<file path="config.mk">
export PLATFORM = sky130hd
export DESIGN_NAME = dp_detect_filter_mfc_flat
export DESIGN_NICKNAME = d
export VERILOG_FILES = /design/src/rtl/dp_detect_filter_mfc_if.sv /design/src/rtl/dp_detect_filter_mfc.sv /design/src/flat_wrapper.sv
export SDC_FILE = /design/constraint.sdc
export NUM_CORES = 2
export LEC_CHECK = 0
export BUFFER_PORTS_ARGS = -buffer_cell sky130_fd_sc_hd__buf_2
export CAP_MARGIN = 10
export CELL_PAD_IN_SITES_DETAIL_PLACEMENT = 1
export CELL_PAD_IN_SITES_GLOBAL_PLACEMENT = 2
export CORE_MARGIN = 5
export CORE_UTILIZATION = 43
export CTS_CLUSTER_DIAMETER = 100
export DETAILED_ROUTE_END_ITERATION = 8
export PLACE_DENSITY = 0.95
export SYNTH_ARGS = -nofsm -noshare
export SYNTH_HDL_FRONTEND = slang
export SYNTH_SLANG_ARGS = --single-unit
export TNS_END_PERCENT = 30
</file>
<file path="constraint.sdc">
create_clock -name clk -period 12.62 [get_ports clk]
set_input_delay 0.631 -clock clk [delete_from_list [all_inputs] [get_ports clk]]
set_output_delay 0.631 -clock clk [all_outputs]
set_load 0.005 [all_outputs]
</file>
<file path="src/rtl/dp_detect_filter_mfc_if.sv">
// Handshake bundle between the MFC DP-matching stage and its detection filter.
interface dp_detect_filter_mfc_if #(
  parameter int BIT = 32
);
  logic              frame_dv;
  logic              hit;
  logic              vad;
  logic [BIT+12:0]   scr_in;
  logic [6:0]        len_in;
  logic              det_pulse;
  logic [BIT+12:0]   det_scr;
  logic [6:0]        det_len;
  logic [7:0]        det_cnt;
  logic              busy;

  modport master (
    output frame_dv, hit, vad, scr_in, len_in,
    input  det_pulse, det_scr, det_len, det_cnt, busy
  );

  modport slave (
    input  frame_dv, hit, vad, scr_in, len_in,
    output det_pulse, det_scr, det_len, det_cnt, busy
  );
endinterface

</file>
<file path="src/rtl/dp_detect_filter_mfc.sv">
// Debounced keyword-detection filter behind the MFC DP matcher.
// Optional macro DETECT_ONCE_PER_VAD_EN: allow one detection per voiced segment.
module dp_detect_filter_mfc #(
  parameter int BIT     = 32,
  parameter int MINHITS = 3,
  parameter int HOLDOFF = 50
) (
  input  logic                   clk,
  input  logic                   reset,
  dp_detect_filter_mfc_if.slave  bus
);

  localparam int SW = BIT + 13;
  localparam int PW = BIT + 20;
  localparam logic [3:0] MINHITS_C = 4'(MINHITS);
  localparam logic [7:0] HOLDOFF_C = 8'(HOLDOFF);

  localparam logic [1:0] ST_IDLE   = 2'd0;
  localparam logic [1:0] ST_LISTEN = 2'd1;
  localparam logic [1:0] ST_HOLD   = 2'd2;

  logic [1:0]    state_r;
  logic [3:0]    run_cnt_r;
  logic [7:0]    hold_cnt_r;
  logic          best_vld_r;
  logic [SW-1:0] best_scr_r;
  logic [6:0]    best_len_r;
  logic          det_pulse_r;
  logic [SW-1:0] det_scr_r;
  logic [6:0]    det_len_r;
  logic [7:0]    det_cnt_r;
  logic          busy_r;

  logic          hit_ok_s;
  logic          take_s;
  logic          run_done_s;
  logic          hold_exit_s;
  logic [3:0]    run_inc_s;
  logic [PW-1:0] prod_new_s;
  logic [PW-1:0] prod_best_s;
  logic [SW-1:0] cand_scr_s;
  logic [6:0]    cand_len_s;

`ifdef DETECT_ONCE_PER_VAD_EN
  // Expired hold parks in HOLD until the segment ends.
  assign hold_exit_s = 1'b0;
`else
  assign hold_exit_s = (hold_cnt_r == 8'd1);
`endif

  // Frame qualification and ratio compare (cross-multiplied, so no divider).
  always_comb begin
    hit_ok_s    = bus.hit && (bus.len_in != 7'd0);
    prod_new_s  = PW'(bus.scr_in) * PW'(best_len_r);
    prod_best_s = PW'(best_scr_r) * PW'(bus.len_in);
    if (!best_vld_r) begin
      take_s = 1'b1;
    end else begin
      take_s = (prod_new_s < prod_best_s);
    end
    if (take_s) begin
      cand_scr_s = bus.scr_in;
      cand_len_s = bus.len_in;
    end else begin
      cand_scr_s = best_scr_r;
      cand_len_s = best_len_r;
    end
    run_inc_s  = run_cnt_r + 4'd1;
    run_done_s = (run_inc_s == MINHITS_C);
  end

  // Filter state machine, run/hold counters and registered outputs.
  always_ff @(posedge clk) begin
    if (reset) begin
      state_r     <= ST_IDLE;
      run_cnt_r   <= 4'd0;
      hold_cnt_r  <= 8'd0;
      best_vld_r  <= 1'b0;
      best_scr_r  <= '0;
      best_len_r  <= 7'd0;
      det_pulse_r <= 1'b0;
      det_scr_r   <= '0;
      det_len_r   <= 7'd0;
      det_cnt_r   <= 8'd0;
      busy_r      <= 1'b0;
    end else begin
      det_pulse_r <= 1'b0;
      case (state_r)
        ST_IDLE: begin
          run_cnt_r  <= 4'd0;
          hold_cnt_r <= 8'd0;
          best_vld_r <= 1'b0;
          if (bus.vad) begin
            state_r <= ST_LISTEN;
            busy_r  <= 1'b1;
          end else begin
            state_r <= ST_IDLE;
            busy_r  <= 1'b0;
          end
        end
        ST_LISTEN: begin
          if (!bus.vad) begin
            state_r    <= ST_IDLE;
            busy_r     <= 1'b0;
            run_cnt_r  <= 4'd0;
            hold_cnt_r <= 8'd0;
            best_vld_r <= 1'b0;
          end else if (bus.frame_dv && hit_ok_s) begin
            if (run_done_s) begin
              det_pulse_r <= 1'b1;
              det_scr_r   <= cand_scr_s;
              det_len_r   <= cand_len_s;
              det_cnt_r   <= (det_cnt_r == 8'd255) ? 8'd255 : det_cnt_r + 8'd1;
              run_cnt_r   <= 4'd0;
              best_vld_r  <= 1'b0;
              hold_cnt_r  <= HOLDOFF_C;
              state_r     <= ST_HOLD;
            end else begin
              run_cnt_r  <= run_inc_s;
              best_vld_r <= 1'b1;
              best_scr_r <= cand_scr_s;
              best_len_r <= cand_len_s;
            end
          end else if (bus.frame_dv) begin
            run_cnt_r  <= 4'd0;
            best_vld_r <= 1'b0;
          end else begin
            run_cnt_r <= run_cnt_r;
          end
        end
        ST_HOLD: begin
          if (!bus.vad) begin
            state_r    <= ST_IDLE;
            busy_r     <= 1'b0;
            run_cnt_r  <= 4'd0;
            hold_cnt_r <= 8'd0;
            best_vld_r <= 1'b0;
          end else if (bus.frame_dv && (hold_cnt_r != 8'd0)) begin
            hold_cnt_r <= hold_cnt_r - 8'd1;
            if (hold_exit_s) begin
              state_r <= ST_LISTEN;
            end else begin
              state_r <= ST_HOLD;
            end
          end else begin
            hold_cnt_r <= hold_cnt_r;
          end
        end
        default: begin
          state_r    <= ST_IDLE;
          busy_r     <= 1'b0;
          run_cnt_r  <= 4'd0;
          hold_cnt_r <= 8'd0;
          best_vld_r <= 1'b0;
        end
      endcase
    end
  end

  assign bus.det_pulse = det_pulse_r;
  assign bus.det_scr   = det_scr_r;
  assign bus.det_len   = det_len_r;
  assign bus.det_cnt   = det_cnt_r;
  assign bus.busy      = busy_r;

endmodule

</file>
<file path="src/flat_wrapper.sv">
// flat-port wrapper written by rule: the top's interface ports become plain ports
module dp_detect_filter_mfc_flat 
#(
  parameter int BIT     = 32,
  parameter int MINHITS = 3,
  parameter int HOLDOFF = 50
)
  (clk, reset, bus_frame_dv, bus_hit, bus_vad, bus_scr_in, bus_len_in, bus_det_pulse, bus_det_scr, bus_det_len, bus_det_cnt, bus_busy);
  dp_detect_filter_mfc_if #(.BIT(BIT)) bus_i ();
  input  logic clk;
  input  logic reset;
  input wire logic [$bits(bus_i.frame_dv)-1:0] bus_frame_dv;
  input wire logic [$bits(bus_i.hit)-1:0] bus_hit;
  input wire logic [$bits(bus_i.vad)-1:0] bus_vad;
  input wire logic [$bits(bus_i.scr_in)-1:0] bus_scr_in;
  input wire logic [$bits(bus_i.len_in)-1:0] bus_len_in;
  output wire logic [$bits(bus_i.det_pulse)-1:0] bus_det_pulse;
  output wire logic [$bits(bus_i.det_scr)-1:0] bus_det_scr;
  output wire logic [$bits(bus_i.det_len)-1:0] bus_det_len;
  output wire logic [$bits(bus_i.det_cnt)-1:0] bus_det_cnt;
  output wire logic [$bits(bus_i.busy)-1:0] bus_busy;
  assign bus_i.frame_dv = bus_frame_dv;
  assign bus_i.hit = bus_hit;
  assign bus_i.vad = bus_vad;
  assign bus_i.scr_in = bus_scr_in;
  assign bus_i.len_in = bus_len_in;
  assign bus_det_pulse = bus_i.det_pulse;
  assign bus_det_scr = bus_i.det_scr;
  assign bus_det_len = bus_i.det_len;
  assign bus_det_cnt = bus_i.det_cnt;
  assign bus_busy = bus_i.busy;
  dp_detect_filter_mfc #(.BIT(BIT), .MINHITS(MINHITS), .HOLDOFF(HOLDOFF)) u_core (.clk(clk), .reset(reset), .bus(bus_i));
endmodule
</file>
### Yosys cells after proc, flatten, opt, wreduce, memory -nomap -nowiden

Index checks and enable logic that the tools add are counted.

* add/sub/neg operators: 3
* multipliers: 2
* magnitude comparators: 1
* equal/unequal tests: 11
* muxes and demuxes: 33
* bitwise operators: 4
* reduce and logical (&&, ||, !) cells: 12

Operators with widths (count)
* $mul A45 B7 Y52: 2
* $lt A52 B52 Y1: 1
* $mux W8: 6
* $mux W45: 1
* $mux W4: 5
* $pmux W8 S2: 1
* $mux W2: 6
* $mux W1: 9
* $ne A3 B2 Y1 const B: 3
* $add A8 B1 Y8 const B: 1
* $eq A8 B1 Y1 const B: 1
* $eq A8 B8 Y1 const B: 1
* $pmux W4 S2: 1
* $reduce_and A4 Y1: 2
* $reduce_bool A8 Y1: 1
* $sub A8 B1 Y8 const B: 1
* $mux W7: 1
* $reduce_bool A7 Y1: 1
* $pmux W2 S3: 1
* $add A4 B1 Y4 const B: 1
* $eq A4 B2 Y1 const B: 1
* $ne A2 B2 Y1 const B: 2
* $ne A4 B3 Y1 const B: 1
* $not A1 Y1: 4
* 9 further kinds: 12

* register bits: 129
* output and inout port bits: 62
* logic and storage cells: 77

### Depth between registers and ports, before layout

* depth in word-level cells: 6
* gate-level depth with buffers: 36

### Worst setup path after synthesis

Ideal clock, no wire load.

* kind: input to register
* from: input port bus_len_in[5]
* to: register u_core.best_len_r[0]
* data arrival time: 7285 ps
* path slack: 5264 ps
* cell stages on the path: 33
* buffers on the path: 5
* path through: clkbuf_1 > clkbuf_1 > and2_1 > fa_1 > fa_1 > fa_1 > inv_1 > fa_1 > inv_1 > ha_1 > a21o_1 > a21o_1 > a2111oi_0 > or4_1 > o311ai_1 > a21oi_1 > nand2b_1 > nor2_1 > or4b_1 > o311ai_0 > ha_1 > a21o_1 > a21o_1 > a21oi_1 > o21ai_0 > a2bb2oi_1 > o21a_1 > buf_2 > and2_1 > clkbuf_1 > buf_2 > nand2_1 > a21oi_1

* word-level cells in the longest chain between the ends: 4

RTL lines
* start: declaration: RTL line flat_wrapper.sv:16 `input wire logic [$bits(bus_i.len_in)-1:0] bus_len_in;`
* $mul A45 B7 Y52 / $reduce_bool A7 Y1 (equally long branches): RTL line dp_detect_filter_mfc.sv:55, dp_detect_filter_mfc.sv:53
* $lt A52 B52 Y1 / $logic_and A1 B1 Y1 (equally long branches): RTL line dp_detect_filter_mfc.sv:59, dp_detect_filter_mfc.sv:53
* $mux W1 / $logic_and A1 B1 Y1 (equally long branches): RTL line dp_detect_filter_mfc.sv:56, dp_detect_filter_mfc.sv:108
* $mux W7 / $reduce_and A4 Y1 (equally long branches)
* end signal: assignment: RTL line dp_detect_filter_mfc.sv:122 `best_len_r <= cand_len_s;`
* end: declaration: RTL line dp_detect_filter_mfc.sv:27 `logic [6:0] best_len_r;`

Several ways; a longest one is shown, not always the timed one.
A chain may end at the register's enable or synchronous reset.

### Worst setup path in the final report

* from: register u_core.best_len_r[1]
* to: register u_core.best_scr_r[31]

* word-level cells in the longest chain between the ends: 4

RTL lines
* $mul A45 B7 Y52: RTL line dp_detect_filter_mfc.sv:54 `prod_new_s = PW'(bus.scr_in) * PW'(best_len_r);`
* $lt A52 B52 Y1: RTL line dp_detect_filter_mfc.sv:59 `take_s = (prod_new_s < prod_best_s);`
* $mux W1: RTL line dp_detect_filter_mfc.sv:56 `if (!best_vld_r) begin`
* $mux W45: RTL line dp_detect_filter_mfc.sv:61 `if (take_s) begin`
* end signal: assignment: RTL line dp_detect_filter_mfc.sv:121 `best_scr_r <= cand_scr_s;`
* end: declaration: RTL line dp_detect_filter_mfc.sv:26 `logic [SW-1:0] best_scr_r;`

Every way passes these cells.

==> impl_metrics.yaml <==
global_route:
  first_global_vias: 25500
  grtUsageTotal: 0.2660
  grt_pass1_wl_mm: 140.8
  grt.overflow.total: 0
  grt_max_degree: 69
  antenna_found_initial: 3
clock_network:
  numCtsBuffers: 17
  post-cts-setup-buffers: 0
  htreeDepth: 4
  cts-resized-gates: 0
  clk_pin_slew_ps: 60
  worstSkewPairLatency_ps: 450
  cts_buffer_depth: 2
  cts_tree: "built"
  hold_buffers: 0
  cts.sinks: 129
  clock-root-buffer: "clkbuf_16"
timing:
  timing_hold_violations_final: 0
  max_freq_mhz: 101.0
  slew_violations: 0
  setup_ws_ps: 2714
  finClkSkew_ps: 11.34
  rsz0062_at_grt: "false"
  worst_pin_slew_ps: 1254
  tns_ps: 0
  max_slew_margin: 0.1643
  period_needed_ps: 9906
  finalSetupViolations: 0
  final.period_utilization: 0.7849
power:
  static-leakage-power_uw: 0.01442
  peakVddDrop_mv: 0.1044
  p_switching_uw: 396.9
  p_seq_frac: 0.352
  p_int_uw: 796.3
  power.total_uw: 1193
  power_frac_comb: 0.234
  clockPowerShare: 0.414
  switching_share: 0.3326
  power_density_nw_per_um2: 42.61
layout:
  final_nets: 3847
  finalNonFillerCells: 3957
  finalInstanceArea_um2: 28000
  final_common_cell: "inv_1"
  drive_gt1_frac: 0.05734
  final_cell_mix: "447 x inv_1, 432 x and2_1, 428 x fa_1"
  area_growth_pct: 6.156
  nFillCells: 7322
drt:
  routed_wl_mm: 89.26
  drcViolationCount: 0
  via_per_inst: 5.733
  drtAntennaViolNets: 0
  routedWlPerCell_um: 22.56
  vias: 22680
  drtIter0Drc: 1203
  first_pass_iters: 5
place:
  dpl.hpwl_mm: 70.70
  io_buffers: 118
  dp_slack_ps: 2529
  dp.cells: 3924
  place_area_um2: 27420
  gp_congestion: 0.9105
floorplanning:
  fp.dieArea_um2: 66400
  ios: 119
  start_util: 0.4354
  num_rows: 90
  die_y_um: 257.7
  core-area_um2: 60580
  die_w_um: 257.7
critical_path:
  cp.arrival_ps: 10260
  cp.required_ps: 12970
  worst_setup_path_start_kind: "flip-flop"
  reg2reg_slack_ps: 2710
  crit_slowest_cell: "and2_2"
  cp_slowest_stage_delay_ps: 1050
  end_kind: "flip-flop"
  r2r_start: "u_core.best_len_r[1]$_SDFFE_PP0P_"
  path_max_fanout: 52
  worstReg2RegEnd: "u_core.best_scr_r[31]$_SDFFE_PP0P_"
  worstSetupPathType: "reg2reg"
  ff2ff_path_depth: 31
synth:
  yosysWarningCount: 0
  synth_area_per_cell_um2: 8.296
  ys_ff_latch: 129
  ys.flop_type: "dfxtp_1"
  async_reset_ff_frac: 0
  yosysSeqAreaShare: 0.09789
  syn-num-nets: 3865
  synth_edf_count: 0
  yosysUniqueCellTypes: 67
  syn-cell-area_um2: 26380
  synthCells: 3180
hold_path:
  whs_endpoint: "u_core.bus.det_scr[19]$_SDFFE_PP0P_"
  hold_path_class: "reg2reg"
  hold_path_depth: 2
  min_from: "u_core.bus.det_scr[19]$_SDFFE_PP0P_"
outcome:
  outcome: "complete, no violations"
run:
  cap_violations: 0
routing by layer:
layer	share of wire	up-vias	track usage	routed length (um)
met5	0.00013	-	0	12
met4	0.060	2	0.1348	5318
met2	0.51	698	0.4802	45700
met3	0.044	242	0.03214	3940
met1	0.38	11680	0.3120	34290
li1	-	10060	-	-
cells by family (layout without fill, tap and decap cells):
family | after synthesis | after routing | share of synthesized area
AND/OR/NAND/NOR | 1147 | 1147 | 0.2183
AO/OA/AOI/OAI | 503 | 503 | 0.1213
other | 0 | 1 | 0
adder cells (fa/ha/maj) | 628 | 628 | 0.4197
XOR/XNOR | 103 | 103 | 0.03420
multiplexers | 53 | 53 | 0.02011
flip-flops | 129 | 129 | 0.09789
buffers and inverters | 617 | 611 | 0.08855
power groups by stage:
| stage | logic (uW) | registers (uW) | clock network, uW |
|---|---|---|---|
| 6_report | 279 | 420 | 495 |
| 5_1_grt | 304 | 420 | 521 |
| 4_1_cts | 277 | 420 | 497 |
| 3_5_place_dp | 274 | 428 | 0 |
| 3_3_place_gp | 263 | 428 | 0 |
| 2_1_floorplan | 171 | 423 | 0 |
synthesized netlist by cell type (9+ instances only):
master / instances / area (um2)
nor2b_1: 21 / 131.4
fa_1: 428 / 8568
a211oi_1: 66 / 495.5
o21bai_1: 14 / 105.1
nand3_1: 37 / 185.2
xor2_1: 46 / 402.9
nand2b_1: 9 / 56.30
inv_1: 447 / 1678
and3_1: 20 / 125.1
nand4_1: 24 / 150.1
dfxtp_1: 129 / 2582
a31oi_1: 30 / 187.7
nor2_1: 130 / 488.0
clkbuf_1: 150 / 563.0
o21ai_0: 70 / 350.3
a21oi_1: 183 / 915.9
a21o_1: 67 / 503.0
nand2_1: 419 / 1573
xnor2_1: 57 / 499.2
o21a_1: 9 / 67.56
nor3_1: 24 / 120.1
buf_2: 15 / 75.07
and2_1: 433 / 2709
mux2i_1: 53 / 530.5
ha_1: 200 / 2502
o211ai_1: 9 / 67.56
how the worst max path moves through the flow:
stage / from / to / slack [ps]
5_1_grt: bus_len_in[3] / u_core.best_scr_r[31]$_SDFFE_PP0P_ / 2300
3_5_place_dp: bus_len_in[3] / u_core.best_scr_r[1]$_SDFFE_PP0P_ / 2530
6_report: u_core.best_len_r[1]$_SDFFE_PP0P_ / u_core.best_scr_r[31]$_SDFFE_PP0P_ / 2710
4_1_cts: bus_len_in[3] / u_core.best_scr_r[31]$_SDFFE_PP0P_ / 2820
2_1_floorplan: bus_len_in[5] / u_core.best_len_r[0]$_SDFFE_PP0P_ / 5260
3_3_place_gp: bus_len_in[3] / u_core.bus.det_scr[15]$_SDFFE_PP0P_ / 2700
critical path, delay by kind of cell (launching register included):
kind,cells,cell delay [ps]
AO/OA/AOI/OAI,15,4500
adder cells (fa/ha/maj),6,2670
AND/OR/NAND/NOR,4,1630
buffers and inverters,5,490
flip-flops,1,290
XOR/XNOR,1,180
registers in the layout, summed over array words and instances, names as in the netlist, 2 cells and up:
signal,count
u_core.best_len_r,7
u_core.best_scr_r,45
u_core.bus.det_cnt,8
u_core.bus.det_len,7
u_core.bus.det_scr,45
u_core.hold_cnt_r,8
u_core.run_cnt_r,4
u_core.state_r,2
through the flow:
step,hold WS [ps],util
CTS,489.9,0.4619
global placement,483.9,0.4526
floorplan,450.3,-
finish,500.6,0.4622
global route,516.9,0.4622
detailed placement,493.4,0.4526
cell type report:
type	instances	area, um2	area share
clock buffer	22	454.2	0.01622
sequential	129	2582	0.09222
antenna	1	2.502	0.00008936
clock inverter	9	110.1	0.003932
timing repair buffer	133	718.2	0.02565
multi-input combinational	2434	21480	0.7670
inverter	447	1678	0.05991
tap	782	978.4	0.03494
Note: power is estimated with default switching activity, not from simulation.
